**src/rtl/quadrature_step_decoder.sv**
```systemverilog
// Quadrature encoder decoder: synchronise, glitch-filter, decode A/B into a
// wrapping position count, direction, step strobe, step interval and stall.
`timescale 1ns/1ps
module quadrature_step_decoder #(
   parameter int POS_W = 16,
   parameter int INT_W = 16,
   parameter int FILT  = 4
) (
   input  logic             clk,
   input  logic             rst_n,
   input  logic             enc_en,
   input  logic             pos_clear,
   input  logic             enc_a,
   input  logic             enc_b,
   output logic [POS_W-1:0] position,
   output logic             dir,
   output logic             step_stb,
   output logic [INT_W-1:0] step_interval,
   output logic             stalled,
   output logic             err
);

   localparam int FW = (FILT > 1) ? $clog2(FILT) : 1;
   localparam logic [FW-1:0] FMAX = FW'(FILT - 1);

   logic [1:0]          s1_q, s2_q;
   logic [1:0]          filt_q, filt_d;
   logic [1:0]          prev_q;
   logic [1:0][FW-1:0]  fcnt_q, fcnt_d;
   logic [POS_W-1:0]    pos_q, pos_d;
   logic                dir_q, dir_d;
   logic                stb_q, stb_d;
   logic [INT_W-1:0]    int_q, int_d;
   logic [INT_W-1:0]    cnt_q, cnt_d;
   logic                stall_q, stall_d;
   logic                err_q, err_d;

   logic [1:0] idx_now, idx_prev, delta;
   logic       fwd, rev, bad, step;

   // Per-channel filter: flip only after FILT consecutive disagreeing samples
   always_comb begin
      filt_d = filt_q;
      fcnt_d = '0;
      for (int c = 0; c < 2; c++) begin
         if (s2_q[c] != filt_q[c]) begin
            if (fcnt_q[c] == FMAX) begin
               filt_d[c] = s2_q[c];
            end else begin
               fcnt_d[c] = fcnt_q[c] + 1'b1;
            end
         end
      end
   end

   // Gray position index {A,B}: 00->0, 10->1, 11->2, 01->3
   assign idx_now  = {filt_q[0], filt_q[1] ^ filt_q[0]};
   assign idx_prev = {prev_q[0], prev_q[1] ^ prev_q[0]};
   assign delta    = idx_now - idx_prev;

   always_comb begin
      fwd = 1'b0;
      rev = 1'b0;
      bad = 1'b0;
      if (enc_en) begin
         unique case (delta)
            2'd1:    fwd = 1'b1;
            2'd3:    rev = 1'b1;
            2'd2:    bad = 1'b1;
            default: ;
         endcase
      end
   end

   assign step = fwd | rev;

   always_comb begin
      pos_d = pos_q;
      dir_d = dir_q;
      err_d = err_q;
      int_d = int_q;
      cnt_d = cnt_q;
      stb_d = step;
      if (fwd) begin
         pos_d = pos_q + 1'b1;
         dir_d = 1'b0;
      end
      if (rev) begin
         pos_d = pos_q - 1'b1;
         dir_d = 1'b1;
      end
      if (bad) begin
         err_d = 1'b1;
      end
      if (step) begin
         int_d = cnt_q;
      end
      if (!enc_en) begin
         cnt_d = '1;
      end else if (step || pos_clear) begin
         cnt_d = INT_W'(1);
      end else if (cnt_q != '1) begin
         cnt_d = cnt_q + 1'b1;
      end
      // Clear beats a coincident step on the count, not on strobe/dir
      if (pos_clear) begin
         pos_d = '0;
         err_d = 1'b0;
      end
      stall_d = enc_en && (cnt_d == '1);
   end

   always_ff @(posedge clk or negedge rst_n) begin
      if (!rst_n) begin
         s1_q    <= '0;
         s2_q    <= '0;
         filt_q  <= '0;
         fcnt_q  <= '0;
         prev_q  <= '0;
         pos_q   <= '0;
         dir_q   <= 1'b0;
         stb_q   <= 1'b0;
         int_q   <= '0;
         cnt_q   <= '1;
         stall_q <= 1'b0;
         err_q   <= 1'b0;
      end else begin
         s1_q    <= {enc_a, enc_b};
         s2_q    <= s1_q;
         filt_q  <= filt_d;
         fcnt_q  <= fcnt_d;
         prev_q  <= filt_q;
         pos_q   <= pos_d;
         dir_q   <= dir_d;
         stb_q   <= stb_d;
         int_q   <= int_d;
         cnt_q   <= cnt_d;
         stall_q <= stall_d;
         err_q   <= err_d;
      end
   end

   assign position      = pos_q;
   assign dir           = dir_q;
   assign step_stb      = stb_q;
   assign step_interval = int_q;
   assign stalled       = stall_q;
   assign err           = err_q;

endmodule

```
**config.mk**
```make
export PLATFORM = sky130hd
export DESIGN_NAME = quadrature_step_decoder
export DESIGN_NICKNAME = d
export VERILOG_FILES = /design/src/rtl/quadrature_step_decoder.sv
export SDC_FILE = /design/constraint.sdc
export NUM_CORES = 1
export LEC_CHECK = 0
export ABC_AREA = 1
export ABC_CLOCK_PERIOD_IN_PS = 5800
export CORE_MARGIN = 8
export CORE_UTILIZATION = 60
export CTS_CLUSTER_SIZE = 14
export DETAILED_ROUTE_END_ITERATION = 10
export MAX_ROUTING_LAYER = met4
export PLACE_DENSITY = 0.85
export SKIP_CTS_REPAIR_TIMING = 1
export SLEW_MARGIN = 10
export SYNTH_ARGS = -nofsm -noshare
export SYNTH_HDL_FRONTEND = slang
export SYNTH_SLANG_ARGS = --single-unit
```
**constraint.sdc**
```tcl
create_clock -name clk -period 5.8 [get_ports clk]
set_input_delay 1.16 -clock clk [delete_from_list [all_inputs] [get_ports clk]]
set_output_delay 1.16 -clock clk [all_outputs]
set_load 0.01 [all_outputs]
```
# Word level (Yosys, flattened, before mapping)
# Cells that the tools add are included.
# classes
n_addsub	6
n_mul	0
n_div	0
magnitude_cmp	0
n_eq_ne	9
shifts	0
muxes	20
bitwise	3
reduce_logical	7
# ops
operator	n
$mux 16	6
$add 16x1->16 const B	2
$eq 16x16->1 const B	1
$ne 16x16->1 const B	1
$sub 16x1->16 const B	1
$mux 1	10
$eq 2x2->1 const B	4
$mux 2	4
$add 2x1->2 const B	2
$reduce_and 2->1	2
$reduce_bool 2->1	2
$reduce_bool 3->1	1
$eq 2x1->1 const B	1
$ne 1x1->1	2
$sub 2x2->2	1
$xor 1x1->1	2
$logic_and 1x1->1	1
$logic_or 1x1->1	1
$or 1x1->1	1
# word_totals
reg_bits	64
latch_bits	0
ramBits	0
romBits	0
out_inout_bits	36
wordCells	59
mem_count	0

# Depth between registers and ports, before layout
# depth
depth_word	11
depth_mapped	19
mapped_depth_nobuf	18

# Worst setup path after synthesis
# OpenSTA, ideal clock, no wires.
# synth_path
path_type	input to register
from	in enc_en
to	reg pos_q[10], in the netlist position[10]
setup_time_ns	0.120
t_arrival_ns	3.436
t_required_ns	5.680
path_slack_ns	2.244
path_stages	19
cell_sequence	buf_4 inv_2 or2_1 buf_6 nor2_2 inv_2 fa_1 inv_1 nand2_1 nand2_1 nand2_1 nand2_1 inv_1 o21ai_1 nand3_1 nand2_1 a21oi_1 o21ai_1 nand2_1
# synth_via
elab_chain_cells	3
# synth_rtl
item	line_no	text
start: declaration	11	input logic enc_en,
$mux 1	65	if (enc_en) begin
$mux 16	88	if (rev) begin
$mux 16	106	if (pos_clear) begin
end signal: assignment	133	pos_q <= pos_d;
end: declaration	30	logic [POS_W-1:0] pos_q, pos_d;
# Parallel ways exist; a longest one is shown, timed or not.
# A chain may end at the register's enable or synchronous reset.

# Worst setup path in the final report
# Ends and elaborated chain as after synthesis.

==> metrics.md <==
| Metric | Value |
|---|---|
| Tmin final | 4.10 ns |
| Yosys Warn Count | 0 |
| Row cnt | 28 |
| DR iter-0 viols | 182 |
| Peak supply drop | approximately 330 uV |
| Final nets | 513 |
| Clock network power share | between 10% and 20% |
| Starting Density | 61.6% |
| Post-DP HPWL | 6090 um |
| Seq pwr share | between 30% and 40% |
| Port bufs | 41 |
| Grt ovf | 0 |
| Post-Syn Instances | ~440 |
| Die height | ~94 um |
| Net Sw Frac | 44.3% |
| Fin. max-slew vios | 0 |
| Clock Sinks | 64 |
| Net count after synthesis | about 470 |
| Least-Margin Pin Slew | 0.787 ns |
| Drt pass-1 iters | 5 |
| Post-DR vias/cell | 5.49 |
| CTS tree | yes |
| Gp weighted congestion | 0.977 |
| Final Power | about 2.6 mW |
| Initial antenna violation count | 0 |
| Synth area leader | dfrtp_1 |
| Fin. Hold Viols | 0 |
| Num CTS Buffers | 9 |
| Slew headroom | 47.5% |
| Via count | between 3000 and 4000 |
| Drt drc | 0 |
| I/O Pins | 42 |
| Final instance area | between 0.004 and 0.005 mm2 |
| Layout area overhead | 19.2% |
| WS Path Type | in2reg |
| Root Driver | clkbuf_8 |
| Comb pwr share | 52.3% |
| Fraction of layout cells with a size suffix above 1 | 15.4% |
| Final WL | 8550 um |
| Wire length per cell | roughly 15 um |
| Setup TNS | 0 ns |
| Syn avg cell area | 8.16 um2 |
| Non-Filler Instances | around 570 |
| Worst-skew pair later-pin latency | 0.36 ns |
| First-pass GRT wire length | 14100 um |
| Pwr Density | just over 600 mW/mm2 |
| Synth top area share | 33.3% |
| Clock-pin slew on the worst setup and hold paths | 0.07 ns |
| Hold crit path type | reg2reg |
| P_leak | 2.12 nW |
| Width of the die | 93.5 um |
| CTS H-tree lvls | 3 |
| Status | complete, no violations |
| Most frequent cell after synthesis | nand2_1 |
| Final worst path period share | between 70% and 80% |
| Clk buf depth | 2 |
| GRT Util Overall | 21.0% |
| Max Freq | 244 MHz |
| Synth top area cells | dfrtp_1 33%, nand2_1 14%, dfstp_2 12%, ha_1 6.2%, o21ai_0 4.7% |
| Async SR Flop Fraction | 100% |
| Worst Skew | 0.00952 ns |
| EDFF count, synth | 0 |
| Register area share after synthesis | 45.0% |
| Cell Area, Synth | about 0.0036 mm2 |
| Finish-stage setup viols | 0 |
| Yosys reg bits | 64 |
| Setup WS pre-CTS | approximately 1.4 ns |
| Core Footprint | around 0.0059 mm2 |
| Psw | around 1.2 mW |
| N_diodes | 0 |
| Die ar. | about 0.009 mm2 |
| Synth cell types | 38 |
| Pin count of the biggest net entering global routing | 65 |
| Prevailing post-synth register cell | dfrtp_1 |
| Max-cap check violation count | 0 |
| Antenna-violating nets left | 0 |
| Critical Path AT | 4.35 ns |
| Internal Pwr Total | ~1.4 mW |
| Placed cell area | between 0.004 and 0.005 mm2 |
| Worst setup margin | 1.70 ns |
| Worst EP required | 6.04 ns |
| RSZ-0062 raised after global routing | no |
| Commonest cells post-synth | 130 x nand2_1, 48 x dfrtp_1, 34 x o21ai_0 |
| Crit path max fanout | 18 |
| Crit path launch type | input pin |
| Placed insts | about 550 |
| Vias in the first global route | roughly 3100 |
| Setup crit end kind | flip-flop |
## through the flow
stage	hold WS, ns	util, %
final	0.351	73.5
after detailed placement	0.336	69.5
after global routing	0.370	73.5
after floorplan	0.331	-
after global placement	0.332	69.5
after CTS	0.354	73.5
## worst paths after layout
kind	startpoint	to	slack [ns]	cells past startpoint
worst max-delay path	enc_en	position[10]$_DFFE_PN0P_	1.70	19
worst min-delay path	s1_q[0]$_DFF_PN0_	s2_q[0]$_DFF_PN0_	0.35	0
worst max register to register	filt_q[0]$_DFFE_PN0P_	position[10]$_DFFE_PN0P_	2.57	19
worst min register to register	s1_q[0]$_DFF_PN0_	s2_q[0]$_DFF_PN0_	0.35	0
max in group asynchronous	rst_n	position[7]$_DFFE_PN0P_	4.32	2
min in group asynchronous	rst_n	step_interval[1]$_DFFE_PN0P_	0.97	2
## power groups by stage
stage          Sequential (mW)  Clock (mW)  Combinational [mW]
2_1_floorplan            0.819           0               0.861
3_3_place_gp             0.785           0                1.30
3_5_place_dp             0.797           0                1.35
4_1_cts                  0.792       0.450                1.36
5_1_grt                  0.815       0.466                1.52
6_report                 0.792       0.446                1.36
## area by class of cell
| cell class | count | area (um2) |
|---|---|---|
| timing repair buffer | 44 | 428 |
| multi-input combinational | 332 | 1790 |
| fill | 448 | 1550 |
| inverter | 37 | 139 |
| clock inverter | 6 | 91.3 |
| sequential | 64 | 1620 |
| tap | 75 | 93.8 |
| clock buffer | 10 | 138 |
## registers in the layout, summed over array words and instances (netlist names)
| signal | cells |
|---|---|
| cnt_q | 16 |
| err | 1 |
| stalled | 1 |
| step_stb | 1 |
| step_interval | 16 |
| s2_q | 2 |
| position | 16 |
| fcnt_q | 4 |
| prev_q | 2 |
| dir | 1 |
| filt_q | 2 |
| s1_q | 2 |
## layout by cell type, fill, tap and decap left out, drive strengths merged, types with 2 or more instances in the layout
| master | instances |
|---|---|
| buf | 4 |
| xnor2 | 5 |
| a21oi | 24 |
| mux2 | 2 |
| a21o | 3 |
| dfrtp | 48 |
| clkdlybuf4s50 | 40 |
| xor2 | 7 |
| bufinv | 2 |
| clkinv | 3 |
| nand3 | 27 |
| nand4 | 7 |
| dfstp | 16 |
| nand2 | 142 |
| inv | 38 |
| clkbuf | 10 |
| ha | 18 |
| or2 | 3 |
| nor3 | 3 |
| nor2 | 41 |
| o21ai | 43 |
## worst max-delay path, cell delays in order
cell and delay (ns):
clkdlybuf4s50_1 0.92, inv_2 0.06, or2_1 0.25, nor2_2 0.11, buf_4 0.22, inv_2 0.08
fa_1 0.36, inv_1 0.08, nand2_1 0.08, nand2_1 0.07, nand2_1 0.04, nand2_1 0.10
inv_1 0.06, o21ai_1 0.32, nand3_1 0.12, nand2_1 0.10, a21oi_1 0.06, o21ai_1 0.08
nand2_1 0.07
## routing by layer
metal	routed length, um	up-vias	global-route usage, %	part of all wire (%)
li1	-	1532	-	-
met1	3610	1455	23.3	42
met2	4250	101	35.1	50
met3	431	29	3.37	5.0
met4	269	0	11.9	3.1
met5	0	-	-	0
## cells by family after synthesis
| group | after synthesis | synth area share, % |
|---|---|---|
| xor+xnor | 12 | 2.91 |
| fa+ha+maj | 19 | 6.80 |
| compound gates | 73 | 10.7 |
| mux | 2 | 0.625 |
| simple gates | 226 | 28.5 |
| flops | 64 | 45.0 |
| buf+inv | 46 | 5.48 |
Power figures use the tool's default switching activity.
